--- src/rtl/egress_stamper_pkg.sv ---
// Shared definitions for the egress stamper: header field positions, packet
// limits, FSM state encoding and the packet-length legality check.
package egress_stamper_pkg;

    localparam int PACKET_XFER_LEN = 32;

    localparam int LEN_MSB  = 31;
    localparam int LEN_LSB  = 24;
    localparam int DEST_MSB = 15;
    localparam int DEST_LSB = 8;
    // Source id lives in word 2 at the same bit positions as dest in word 0
    localparam int SRC_MSB  = 15;
    localparam int SRC_LSB  = 8;

    localparam int MIN_PKT_BYTES = 24;
    localparam int END_TIME_IDX  = 5;

    typedef enum logic [1:0] {
        IDLE,
        COLLECT,
        WAIT_SPACE,
        EMIT
    } state_t;

    function automatic logic len_legal(input logic [7:0] len, input int max_words);
        return (len[1:0] == 2'b00) &&
               (int'(len) >= MIN_PKT_BYTES) &&
               (int'(len[7:2]) <= max_words);
    endfunction

endpackage

--- src/rtl/egress_stamper_ram.sv ---
// Packet word buffer: one write port and one registered read port so it maps
// onto a block RAM.
module pkt_word_ram #(
    parameter int DATA_W = 32,
    parameter int DEPTH  = 64,
    localparam int AW    = $clog2(DEPTH)
) (
    input  logic              clk,
    input  logic              we,
    input  logic [AW-1:0]     waddr,
    input  logic [DATA_W-1:0] wdata,
    input  logic [AW-1:0]     raddr,
    output logic [DATA_W-1:0] rdata
);

    logic [DATA_W-1:0] mem [DEPTH];

    always_ff @(posedge clk) begin
        if (we) begin
            mem[waddr] <= wdata;
        end
    end

    always_ff @(posedge clk) begin
        rdata <= mem[raddr];
    end

endmodule

--- src/rtl/egress_stamper.sv ---
// Buffers whole packets from the crossbar, waits for egress space, then
// replays them back-to-back with the end-time word replaced by switch time.
module egress_stamper
    import egress_stamper_pkg::*;
#(
    parameter int PACKET_XFER_LEN = egress_stamper_pkg::PACKET_XFER_LEN,
    parameter int MAX_WORDS       = 64
) (
    input  logic                       clk,
    input  logic                       reset,
    input  logic                       in_valid,
    input  logic                       in_sop,
    input  logic [PACKET_XFER_LEN-1:0] in_data,
    output logic                       in_ready,
    input  logic [31:0]                counter,
    input  logic                       egress_full,
    output logic                       out_write_en,
    output logic [PACKET_XFER_LEN-1:0] out_data,
    output logic                       busy,
    output logic                       drop_pulse,
    output logic [15:0]                drop_count
);

    localparam int AW = $clog2(MAX_WORDS);

    state_t state, state_nxt;

    logic [7:0] words_total;
    logic [7:0] wr_idx, wr_idx_nxt;
    logic [7:0] emit_idx;
    logic [7:0] rd_next;
    logic       hdr_load;
    logic       xfer;
    logic       sop_legal;
    logic [1:0] drop_inc;

    logic                       ram_we;
    logic [AW-1:0]              ram_waddr;
    logic [AW-1:0]              ram_raddr;
    logic [PACKET_XFER_LEN-1:0] ram_q_p1;

    function automatic logic [15:0] sat_add16(input logic [15:0] a, input logic [1:0] inc);
        logic [16:0] s;
        s = {1'b0, a} + {15'b0, inc};
        return s[16] ? 16'hFFFF : s[15:0];
    endfunction

    assign in_ready  = (state == IDLE) || (state == COLLECT);
    assign busy      = (state != IDLE);
    assign xfer      = in_valid && in_ready;
    assign sop_legal = len_legal(in_data[LEN_MSB:LEN_LSB], MAX_WORDS);
    assign rd_next   = emit_idx + 8'd1;

    always_comb begin
        state_nxt  = state;
        wr_idx_nxt = wr_idx;
        hdr_load   = 1'b0;
        drop_inc   = 2'd0;
        ram_we     = 1'b0;
        ram_waddr  = wr_idx[AW-1:0];
        ram_raddr  = '0;
        case (state)
            IDLE: begin
                if (xfer && in_sop) begin
                    if (sop_legal) begin
                        ram_we     = 1'b1;
                        ram_waddr  = '0;
                        hdr_load   = 1'b1;
                        wr_idx_nxt = 8'd1;
                        state_nxt  = COLLECT;
                    end else begin
                        drop_inc = 2'd1;
                    end
                end
            end
            COLLECT: begin
                if (xfer && in_sop) begin
                    // The aborted partial packet is one drop; a bad new header is another
                    if (sop_legal) begin
                        drop_inc   = 2'd1;
                        ram_we     = 1'b1;
                        ram_waddr  = '0;
                        hdr_load   = 1'b1;
                        wr_idx_nxt = 8'd1;
                    end else begin
                        drop_inc  = 2'd2;
                        state_nxt = IDLE;
                    end
                end else if (xfer) begin
                    ram_we     = 1'b1;
                    wr_idx_nxt = wr_idx + 8'd1;
                    if (wr_idx == words_total - 8'd1) begin
                        state_nxt = WAIT_SPACE;
                    end
                end
            end
            WAIT_SPACE: begin
                // Prefetch word 0 so it is on the RAM output when EMIT starts
                if (!egress_full) begin
                    state_nxt = EMIT;
                end
            end
            EMIT: begin
                ram_raddr = rd_next[AW-1:0];
                if (emit_idx == words_total - 8'd1) begin
                    state_nxt = IDLE;
                end
            end
            default: state_nxt = IDLE;
        endcase
    end

    pkt_word_ram #(
        .DATA_W(PACKET_XFER_LEN),
        .DEPTH (MAX_WORDS)
    ) u_ram (
        .clk  (clk),
        .we   (ram_we),
        .waddr(ram_waddr),
        .wdata(in_data),
        .raddr(ram_raddr),
        .rdata(ram_q_p1)
    );

    always_ff @(posedge clk) begin
        if (reset) begin
            state      <= IDLE;
            emit_idx   <= 8'd0;
            drop_pulse <= 1'b0;
            drop_count <= 16'd0;
        end else begin
            state      <= state_nxt;
            emit_idx   <= (state == EMIT) ? emit_idx + 8'd1 : 8'd0;
            drop_pulse <= (drop_inc != 2'd0);
            drop_count <= sat_add16(drop_count, drop_inc);
        end
    end

    always_ff @(posedge clk) begin
        wr_idx <= wr_idx_nxt;
        if (hdr_load) begin
            words_total <= {2'b00, in_data[LEN_MSB:LEN_LSB+2]};
        end
    end

    // Output stage: RAM word (or switch time at the end-time slot) registered out
    always_ff @(posedge clk) begin
        if (reset) begin
            out_write_en <= 1'b0;
            out_data     <= '0;
        end else if (state == EMIT) begin
            out_write_en <= (emit_idx == 8'd0);
            out_data     <= (emit_idx == 8'(END_TIME_IDX)) ? PACKET_XFER_LEN'(counter) : ram_q_p1;
        end else begin
            out_write_en <= 1'b0;
            out_data     <= '0;
        end
    end

endmodule

--- config.mk ---
export PLATFORM = sky130hd
export DESIGN_NAME = egress_stamper
export DESIGN_NICKNAME = d
export VERILOG_FILES = /design/src/rtl/egress_stamper_pkg.sv /design/src/rtl/egress_stamper_ram.sv /design/src/rtl/egress_stamper.sv
export SDC_FILE = /design/constraint.sdc
export NUM_CORES = 2
export LEC_CHECK = 0
export CAP_MARGIN = 20
export CORE_MARGIN = 2
export CORE_UTILIZATION = 30
export DETAILED_ROUTE_END_ITERATION = 8
export GPL_ROUTABILITY_DRIVEN = 0
export PLACE_DENSITY = 0.49
export SETUP_SLACK_MARGIN = 0.2
export SYNTH_ARGS = -nofsm -noshare
export SYNTH_HDL_FRONTEND = slang
export SYNTH_HIERARCHICAL = 1
export SYNTH_SLANG_ARGS = --single-unit
--- constraint.sdc ---
create_clock -name clk -period 5.84 [get_ports clk]
set_input_delay 1.168 -clock clk [delete_from_list [all_inputs] [get_ports clk]]
set_output_delay 1.168 -clock clk [all_outputs]
set_load 0.03 [all_outputs]
### Word-level counts from Yosys, hierarchy flattened

Memory sizes are Yosys's and may differ from the RTL's. A register that Yosys moved wholly into a read port is not among the register bits.
Index checks and enable logic that the tools add are counted.

* $add $sub $neg: 4
* magnitude comparators: 1
* eq/ne operators: 13
* mux-type cells: 33
* bitwise logic cells: 1
* reduce and logical (&&, ||, !) cells: 14

Operators with widths (count)
* $mux W32: 1
* $mux W8: 4
* $mux W6: 4
* $mux W2: 10
* $add A16 B2 Y17: 1
* $add A8 B1 Y8 const B: 2
* $eq A8 B8 Y1: 2
* $mux W16: 1
* $pmux W8 S2: 1
* $mux W1: 9
* $eq A8 B3 Y1 const B: 1
* $ge A8 B5 Y1 const B: 1
* $logic_not A8 Y1: 1
* $pmux W2 S4: 1
* $reduce_and A7 Y1: 1
* $sub A6 B1 Y7 const B: 1
* $ne A2 B2 Y1 const B: 3
* $reduce_bool A2 Y1: 3
* $eq A2 B2 Y1 const B: 2
* $logic_not A2 Y1: 2
* $pmux W2 S2: 1
* $reduce_or A2 Y1: 2
* $logic_and A1 B1 Y1: 3
* $ne A3 B1 Y1 const B: 1
* 8 further kinds: 8

* register bits: 74
* memory bits (writable): 2048
* input bits: 69
* output and inout port bits: 52
* logic and storage cells: 75
* memories: 1

Memories
* u_ram.mem: words 64, bits a word 32, read ports 1, clocked after Yosys merged registers in 1, wr ports 1, RTL line egress_stamper_ram.sv:16 `logic [DATA_W-1:0] mem [DEPTH];`

### Depth between registers and ports, before layout

* depth in word-level cells: 8
* depth in mapped cells: 13
* mapped depth without buffers: 12

### Cells and area by module

Netlist, hierarchy kept.

Modules (own cells, without submodules)
* pkt_word_ram: times used 1, cells each 3324, area each 78515.3 um^2, sequential area each 62139.6 um^2
* egress_stamper: times used 1, cells each 408, area each 3594.7 um^2, sequential area each 1621.6 um^2

### Least setup slack after synthesis

OpenSTA, ideal clock, no wires.

* path type: input to register
* start point: input in_data[27]
* end point: memory u_ram.mem[49][0], enable pin
* library setup time: 0.461 ns
* arrival: 4.776 ns
* data required time: 5.379 ns
* slack: 0.603 ns
* cell stages on the path: 8
* path buffers: 2
* cells stage by stage: a2111oi_0 -> or3_1 -> buf_2 -> nor2_8 -> nor2b_1 -> clkbuf_1 -> nand4_1 -> nor3_1

* elaborated cells between the ends (all ways): 11
* those cells by class: order compare: 1; mux: 9; reduce/logical: 1

RTL lines
* from (decl): RTL line egress_stamper.sv:13 `input logic [PACKET_XFER_LEN-1:0] in_data,`
* $ge A8 B5 Y1: RTL line egress_stamper_pkg.sv:27 `(int'(len) >= MIN_PKT_BYTES) &&`
* $logic_and A1 B1 Y1: RTL line egress_stamper_pkg.sv:26 `return (len[1:0] == 2'b00) &&`
* $mux W6: RTL line egress_stamper.sv:65, egress_stamper.sv:79
* $mux W6: RTL line egress_stamper.sv:77 `if (xfer && in_sop) begin`
* $mux W6
* named net ram_waddr[5]: RTL line egress_stamper.sv:38 `logic [AW-1:0] ram_waddr;`
* to (decl): RTL line egress_stamper_ram.sv:16

The timed path passes the listed nets, and every way through them passes these cells.

### Worst setup path after layout

* start point: register state[0]
* end point: register u_ram.rdata[17] (read register of u_ram.mem)

* word-level cells in the longest chain between the ends: 2

Ends and longest elaborated chain
* from (decl): RTL line egress_stamper.sv:26 `state_t state, state_nxt;`
* from (signal assigned): RTL line egress_stamper.sv:132 `state <= state_nxt;`
* $eq A2 B2 Y1: RTL line egress_stamper.sv:62 `case (state)`
* $mux W6: RTL line egress_stamper.sv:62
* named net ram_raddr[0]: RTL line egress_stamper.sv:39 `logic [AW-1:0] ram_raddr;`
* to (decl): RTL line egress_stamper_ram.sv:13 `output logic [DATA_W-1:0] rdata`

The timed path passes the listed nets, and every way through them passes these cells.
A chain may end at the register's enable or synchronous reset.

==> flow_summary.yaml <==
finish:
  layout-drive-gt1-share_pct: 28.0
  mostFrequentLayoutCell: "edfxtp_1"
  final_cell_mix: "2062 x edfxtp_1, 544 x mux4_2, 224 x clkbuf_16"
  finalNonFillerCells: 7857
  nNetsFinal: 4146
  area_growth_pct: 17.6
  fin_area_sq_mm: 0.0966
power_and_ir_drop:
  power_switching_mw: 6.33
  pwr-share-clk_pct: 44.8
  ir_drop_mv: 0.323
  power.density_mw_per_mm2: 329
  p_seq_share_pct: 53.5
  swShare_pct: 19.9
  p_int_mw: 25.4
  power_frac_comb_pct: 1.7
  power.leakage_nw: 28.8
setup_path:
  crit_type: "reg -> reg"
  slowest_delay_ps: 760
  cp.buffers_inverters: 2
  crit_fanout: 36
  start_kind: "register"
  worst-endpoint-arrival_ps: 5090
  regToRegSetupSlack_ps: 1420
  crit_family: "simple AND/OR/NAND/NOR gates"
  cp_slowest_cell: "a311oi_1"
  critPathCaptureType: "register"
  critPathRequiredTime_ps: 6510
  crit_chain: "nand2_1 > nor2_4 > buf_12 > buf_4 > mux4_2 > nor2b_1 > a21oi_1 > a311oi_1 > nor3_1"
  cp-startpoint: "state[0]"
  rr_startpoint: "state[0]"
detailed_routing:
  drt.antenna.violating_nets: 0
  post_drt_wl_per_cell_um: 29.5
  vias_per_cell: 5.05
  drc: 0
  first_pass_iters: 7
  routed_wirelength_mm: 232
  vias: 39654
  drtIter0Drc: 4304
floorplanning:
  core-area_sq_mm: 0.273
  fp.dieH_um: 527
  rows: 192
  die_area_sq_mm: 0.278
  pin_count: 121
  die_width_um: 527
  initial_core_util_pct: 30.1
sta:
  skew_ps: 43.3
  fin_crit_sh_pct: 75.7
  layout_min_cycle_time_ps: 4420
  hold_violations: 0
  drv_slew: 0
  setup_violations: 0
  rsz0062_at_grt: "false"
  worst_slack_ps: 1420
  timing.hold.ws_ps: 443
  tightest_slew_ps: 1140
  tns_ps: 0
  fmax_ghz: 0.226
  slew_headroom_pct: 23.9
synth:
  synth_edf_count: 2062
  netlist_area_sq_mm: 0.0821
  yosys_warnings: 6
  ys.flop_type: "edfxtp_1"
  synth.distinct_cells: 70
  synth_seq_cells: 2154
  synth_area_per_cell_sq_um: 22.0
  synthCells: 3732
  ys_async_sr_fraction_pct: 0
  synth_fp_nets: 3809
  ys_seq_area_share_pct: 77.7
min_path:
  worstHoldStart: "u_ram/rdata[5]"
  min_path_type: "reg -> reg"
global_routing:
  grt_pass1_wl_mm: 322
  overflow: 0
  grt_pass1_vias: 39948
  grt_max_degree: 66
  grt_usage_pct: 16.4
  antenna_found_initial: 23
clock_tree:
  clk_latency_ps: 860
  cts-root-buf: "clkbuf_16"
  cts-resized-gates: 0
  cts_sinks: 2154
  post_cts_buffers: 0
  htreeDepth: 4
  postCtsHoldBufs: 0
  clk_pin_slew_ps: 60
  cts_tree: "done"
  cts_buffers: 218
  cts_buffer_depth: 3
placement:
  portBuffers: 120
  placed_area_sq_mm: 0.0893
  dp_cells: 7438
  pre_cts_slack_ps: 834
  post-dp-hpwl_mm: 135
status:
  run_status: "finished clean"
flow_run:
  maxCapViolCount: 0
[cell families after synthesis]
family | share of synthesized area [%]
buffers and inverters | 1.28
xor gates and xnor gates | 0.335
adders and majority gates | 0.131
and+or+nand+nor | 2.36
AOI/OAI and AO/OA | 2.16
muxes | 16.1
DFF | 77.7
[power groups by stage]
| stage | combinational [mW] | sequential (mW) | clock [mW] |
|---|---|---|---|
| 2_1_floorplan | 0.103 | 17.3 | 0 |
| 3_3_place_gp | 0.530 | 17.3 | 0 |
| 3_5_place_dp | 0.545 | 17.3 | 0 |
| 4_1_cts | 0.545 | 17.0 | 14.6 |
| 5_1_grt | 0.571 | 17.0 | 15.1 |
| 6_report | 0.529 | 17.0 | 14.2 |
[cell usage after synthesis (12+ instances only)]
| master | count | share of area (%) |
|---|---|---|
| a21oi_1 | 110 | 0.67 |
| a22oi_1 | 12 | 0.11 |
| and3_1 | 15 | 0.11 |
| buf_1 | 21 | 0.096 |
| buf_2 | 59 | 0.36 |
| buf_4 | 27 | 0.25 |
| clkbuf_1 | 85 | 0.39 |
| dfxtp_1 | 92 | 2.2 |
| edfxtp_1 | 2062 | 75 |
| mux2i_1 | 95 | 1.2 |
| mux4_2 | 544 | 15 |
| nand2_1 | 109 | 0.50 |
| nand3_1 | 20 | 0.12 |
| nor2_1 | 161 | 0.74 |
| nor2b_1 | 26 | 0.20 |
| nor3_1 | 18 | 0.11 |
| o221ai_1 | 27 | 0.29 |
| o22ai_1 | 84 | 0.64 |
| xor2_1 | 15 | 0.16 |
[worst min-delay path, stage by stage, from the launching register on]
cell and delay, ps:
dfxtp_1 290, nand2_1 50, a21oi_1 50
[final timing paths]
kind	cells after the start	endpoint
hold reg to reg	2	out_data[5]
setup reg to reg	9	u_ram/rdata[17]
setup / recovery	9	u_ram/rdata[17]
hold / removal	2	out_data[5]
[registers in the layout, indices dropped and copies added (netlist names), named ones only]
name / cells
emit_idx: 8
out_data: 32
words_total: 6
state: 1
u_ram/rdata: 32
wr_idx: 8
drop_count: 16
drop_pulse: 1
out_write_en: 1
u_ram/mem: 2048
[per-stage QoR]
stage	util [%]	total power [mW]
6_report	35.4	31.7
5_1_grt	35.4	32.7
4_1_cts	35.4	32.1
3_5_place_dp	32.7	17.9
3_3_place_gp	32.7	17.8
2_1_floorplan	-	17.4
[final cells by class]
type	instances	area, sq um
well taps	3589	4490
clock inverters	134	1430
multi-input cells	1365	17800
repair buffers	319	3170
diodes	15	37.5
inverters	11	41.3
clock buffers	270	5840
flip-flops and latches	2154	63800
fillers	25167	176000
[metal layers]
metal,up-vias,global-route usage (%),wire (um)
met2,1182,26.5,111000
li1,16394,-,-
met5,-,0,12
met4,2,3.56,4230
met1,21845,23.3,102000
met3,231,2.81,14400
No activity file was read; power rests on OpenSTA's default activity.
